**src/rtl/cnoc_msg_assembler.sv**
```systemverilog
// Store-and-forward message buffer for CNOC request beats.
// Beats of a message are held back until its last beat has arrived and are
// then released together. A message longer than the buffer falls back to
// cut-through forwarding and raises a sticky oversize flag.
module cnoc_msg_assembler #(
   parameter int DEPTH = 16,
   parameter int CNT_W = 16
) (
   input  logic             CLK,
   input  logic             RST,
   input  logic             EN_beat,
   input  logic [31:0]      beat,
   output logic             RDY_beat,
   input  logic             EN_deq,
   output logic [31:0]      first,
   output logic             RDY_deq,
   output logic [CNT_W-1:0] msg_count,
   output logic             err_oversize
);

   localparam int AW = $clog2(DEPTH);
   localparam int OW = AW + 1;
   localparam logic [OW-1:0] FULL = OW'(DEPTH);

   localparam logic [1:0] ST_HDR  = 2'd0;
   localparam logic [1:0] ST_BODY = 2'd1;
   localparam logic [1:0] ST_PASS = 2'd2;

   logic [31:0]    mem [DEPTH];
   logic [AW-1:0]  rd_ptr;
   logic [AW-1:0]  wr_ptr;
   logic [OW-1:0]  count;
   logic [OW-1:0]  committed;
   logic [OW-1:0]  pending;
   logic [15:0]    remaining;
   logic [1:0]     state;

   logic [OW-1:0]  count_n;
   logic [OW-1:0]  committed_n;
   logic [OW-1:0]  pending_n;
   logic [OW-1:0]  commit_amt;
   logic [15:0]    remaining_n;
   logic [1:0]     state_n;
   logic           msg_inc;

   logic           wr_fire;
   logic           rd_fire;
   logic           oversize_evt;
   logic [15:0]    hdr_rem;

   assign RDY_beat     = !RST && (count < FULL);
   assign RDY_deq      = !RST && (committed != '0);
   assign wr_fire      = EN_beat && RDY_beat;
   assign rd_fire      = EN_deq && RDY_deq;
   assign first        = mem[rd_ptr];
   assign hdr_rem      = (beat[15:0] == 16'd0) ? 16'd0 : (beat[15:0] - 16'd1);
   assign oversize_evt = (count == FULL) && (committed == '0);

   // Message framing and commit accounting: decides how many buffered beats become visible downstream this cycle
   always_comb begin
      state_n     = state;
      remaining_n = remaining;
      pending_n   = pending;
      commit_amt  = '0;
      msg_inc     = 1'b0;
      if (oversize_evt) begin
         commit_amt = pending;
         pending_n  = '0;
         state_n    = ST_PASS;
      end else if (wr_fire) begin
         case (state)
            ST_HDR: begin
               if (hdr_rem == 16'd0) begin
                  commit_amt = pending + OW'(1);
                  pending_n  = '0;
                  msg_inc    = 1'b1;
               end else begin
                  remaining_n = hdr_rem;
                  pending_n   = pending + OW'(1);
                  state_n     = ST_BODY;
               end
            end
            ST_BODY: begin
               remaining_n = remaining - 16'd1;
               if (remaining == 16'd1) begin
                  commit_amt = pending + OW'(1);
                  pending_n  = '0;
                  msg_inc    = 1'b1;
                  state_n    = ST_HDR;
               end else begin
                  pending_n = pending + OW'(1);
               end
            end
            ST_PASS: begin
               commit_amt  = OW'(1);
               remaining_n = remaining - 16'd1;
               if (remaining == 16'd1) begin
                  msg_inc = 1'b1;
                  state_n = ST_HDR;
               end
            end
            default: begin
               state_n = ST_HDR;
            end
         endcase
      end
      committed_n = committed + commit_amt - OW'(rd_fire);
      count_n     = count + OW'(wr_fire) - OW'(rd_fire);
   end

   // Registered control state; reset drops any message in flight, committed or not
   always_ff @(posedge CLK) begin
      if (RST) begin
         rd_ptr       <= '0;
         wr_ptr       <= '0;
         count        <= '0;
         committed    <= '0;
         pending      <= '0;
         remaining    <= '0;
         state        <= ST_HDR;
         msg_count    <= '0;
         err_oversize <= 1'b0;
      end else begin
         if (wr_fire) begin
            wr_ptr <= wr_ptr + AW'(1);
         end
         if (rd_fire) begin
            rd_ptr <= rd_ptr + AW'(1);
         end
         count     <= count_n;
         committed <= committed_n;
         pending   <= pending_n;
         remaining <= remaining_n;
         state     <= state_n;
         if (msg_inc) begin
            msg_count <= msg_count + CNT_W'(1);
         end
         if (oversize_evt) begin
            err_oversize <= 1'b1;
         end
      end
   end

   // Beat storage; contents need no reset because occupancy gates every read
   always_ff @(posedge CLK) begin
      if (wr_fire) begin
         mem[wr_ptr] <= beat;
      end
   end

endmodule
```
**config.mk**
```make
export PLATFORM = sky130hd
export DESIGN_NAME = cnoc_msg_assembler
export DESIGN_NICKNAME = d
export VERILOG_FILES = /design/src/rtl/cnoc_msg_assembler.sv
export SDC_FILE = /design/constraint.sdc
export NUM_CORES = 1
export LEC_CHECK = 0
export ABC_AREA = 1
export BUFFER_PORTS_ARGS = -buffer_cell sky130_fd_sc_hd__buf_2
export CORE_MARGIN = 3
export CORE_UTILIZATION = 55
export CTS_CLUSTER_SIZE = 20
export DETAILED_ROUTE_END_ITERATION = 10
export PLACE_DENSITY = 0.72
export SYNTH_ARGS = -nofsm -noshare
export SYNTH_HDL_FRONTEND = slang
export SYNTH_SLANG_ARGS = --single-unit
```
**constraint.sdc**
```tcl
create_clock -name CLK -period 5.1 [get_ports CLK]
set_input_delay 0.765 -clock CLK [delete_from_list [all_inputs] [get_ports CLK]]
set_output_delay 0.765 -clock CLK [all_outputs]
set_load 0.1 [all_outputs]
```
==> results.yml <==
outcome:
  status: "finished, final reports clean"
route:
  post_drt_wl_per_cell_um: 20.7
  viasPerCell: 5.86
  vias: 16098
  first_iter_violations: 1642
  drtAntennaViolNets: 0
  drt_first_pass_iters: 6
  drt_wl_total_mm: 57.0
  route.detailed.drc: 0
clocking:
  ctsRootBufferMaster: "clkbuf_16"
  worstSkewPairLatency_ns: 0.61
  cts_hold_buffers: 0
  cts_sinks: 574
  cts_buffers: 57
  h-tree-depth: 2
  cts_tree: "done"
  cts_setup_buffers: 0
  clkSlewWorstSetupHoldPaths_ns: 0.06
  ctsLongestPathBuffers: 3
  cts_resized: 0
sta:
  finClkSkew_ns: 0.0174
  fin_setup_tns_ns: 0
  maxSlewHeadroom_pct: 21.1
  finalMaxSlewViolations: 0
  post-route-period-util_pct: 80.2
  setup_viol: 0
  rsz0062_at_grt: "no"
  clock.fmax_ghz: 0.244
  worst_slew_pin_slew_ns: 1.18
  hold_viol_final: 0
  layout_min_cycle_time_ns: 4.09
worst_setup_path:
  cpPeakStageDelay_ns: 0.45
  cp.arrival_ns: 4.55
  cp_common_cell: "inv_1"
  crit_type: "in -> reg"
  critPathRequiredTime_ns: 5.56
  end_kind: "flip-flop"
  slowest_stage: "fa_1"
  critical_path_peak_fanout: 17
  path_buf_inv: 6
  critPathLaunchType: "input port"
  path_cells: "buf_2 -> inv_1 -> ha_1 -> nand2_2 -> nor2_4 -> nand2_4 -> nand3_1 -> nand3_1 -> nor2_1 -> nand4_1 -> nand2_1 -> nand3_1 -> o211ai_1 -> inv_1 -> ha_1 -> inv_1 -> ha_1 -> inv_1 -> fa_1 -> o31ai_1 -> xnor2_1 -> inv_1 -> nand2_1 -> a21oi_1"
  r2r_slack_ns: 1.41
  cp_top_family: "simple AND/OR/NAND/NOR gates"
die:
  core_area_um2: 43600
  die_w_um: 218
  ios: 87
  rows: 76
  die_y_um: 218
  initial_utilization_pct: 56.5
  die-area_um2: 47400
finish:
  final_util_pct: 63.7
  fin_area_um2: 27800
  antenna_cells: 0
  drive_gt1_share_pct: 12.0
  layout.nets: 2181
  area_growth_pct: 12.7
placed_design:
  gp_congestion: 0.949
  placed_area_um2: 25900
  hpwl_mm: 31.1
  numPortBuffers: 86
power_and_ir_drop:
  peakVddDrop_uv: 360
  p_total_mw: 12.1
  power_density_nw_per_um2: 435
  leakage_nw: 9.68
yosys:
  synthCells: 2035
  netlist_top_cells_count: "edfxtp_1 (512), inv_1 (232), o21ai_0 (200)"
  synth_edf_count: 512
  synth_fp_nets: 2101
  synth_seq_area_share_pct: 67.4
  synth_cell_types: 40
  yosysMostFrequentCell: "edfxtp_1"
  syn_area_per_cell_um2: 12.1
  synth_area_um2: 24700
  yosys-top-cells-area: "edfxtp_1 (62%), mux2i_1 (5.2%), dfxtp_1 (5.0%)"
  ys_ff_latch: 574
  synth_top_area_cell: "edfxtp_1"
  async_flop_share_pct: 0
  yosysWarnings: 0
  yosysTopAreaCellShare_pct: 62.3
  synth-main-ff-cell: "edfxtp_1"
grt:
  antenna_found_initial: 3
  grt_pass1_wl_mm: 88.2
  grt_use_total_pct: 24.0
  grt_max_degree: 129
  grt_overflow: 0
  first_global_vias: 15751
flow_run:
  cap_violations: 0
min_path:
  hold_path.class: "reg -> reg"
[cell families after synthesis]
logic type      count (synthesis)  synth area share (%)
compound gates                521                  12.0
xor+xnor                       23                 0.817
fa+ha+maj                      30                  1.58
buf+inv                       341                  5.38
flops                         574                  67.4
mux                           128                  5.19
simple gates                  418                  7.67
[state kept, by name (all words and copies together) (netlist names), named ones only]
signal and count:
count 5, mem 512, wr_ptr 4, state 2
pending 5, remaining 16, rd_ptr 4, msg_count 16
err_oversize 1, committed 5
[stage by stage]
step	worst slack (ns)	hold WS [ns]	std cells
6_report	1.01	0.475	2747
4_1_cts	1.07	0.467	2747
3_3_place_gp	0.497	0.453	2641
3_5_place_dp	0.447	0.469	2641
2_1_floorplan	0.569	0.444	2035
5_1_grt	0.671	0.498	2747
[placed cells by master (no fill, tap or decap), types with 8 or more instances in the layout]
master / synthesis / routed
a21oi_1: 176 / 176
buf_2: 16 / 86
buf_4: 1 / 34
clkbuf_1: 80 / 13
clkbuf_16: 0 / 57
clkinv_2: 0 / 10
dfxtp_1: 62 / 58
edfxtp_1: 512 / 512
ha_1: 28 / 28
inv_1: 232 / 231
mux2i_1: 128 / 128
nand2_1: 168 / 168
nand3_1: 84 / 84
nand4_1: 21 / 21
nor2_1: 100 / 83
nor2_2: 7 / 8
nor2_4: 2 / 18
nor3_1: 11 / 11
nor4_1: 9 / 9
o211ai_1: 129 / 129
o21ai_0: 200 / 200
xor2_1: 16 / 16
[worst min-delay path, cell delays in order (launching register included)]
cell and delay, ns:
dfxtp_1 0.31, inv_1 0.07, a21oi_1 0.05
[final cells by class]
type | instances | area (um2)
clock buffers | 70 | 1480
clock inverters | 36 | 398
fillers | 3226 | 15900
inverters | 235 | 885
multi-input cells | 1120 | 6850
flip-flops and latches | 574 | 16600
well taps | 585 | 732
repair buffers | 127 | 826
[power breakdown]
part	leakage (nW)	internal (mW)	switching, mW	total [mW]
Combinational	3.68	0.697	1.88	2.58
Clock	0.892	2.42	1.76	4.18
Sequential	5.12	5.23	0.104	5.33
Total	9.68	8.35	3.75	12.1
[per-layer routing]
metal / track usage (%) / share of wire, % / up-vias
met2: 40.0 / 49 / 591
met5: 0 / 0.060 / -
met3: 3.66 / 6.6 / 134
met4: 8.41 / 2.9 / 6
li1: - / - / 7518
met1: 32.5 / 42 / 7849
[worst paths after layout]
check | from | end | depth (start not counted)
setup / recovery | beat[0] | committed[4] | 24
hold / removal | remaining[7] | remaining[7] | 2
setup reg to reg | remaining[8] | committed[4] | 20
hold reg to reg | remaining[7] | remaining[7] | 2
No activity file was read; power rests on OpenSTA's default activity.
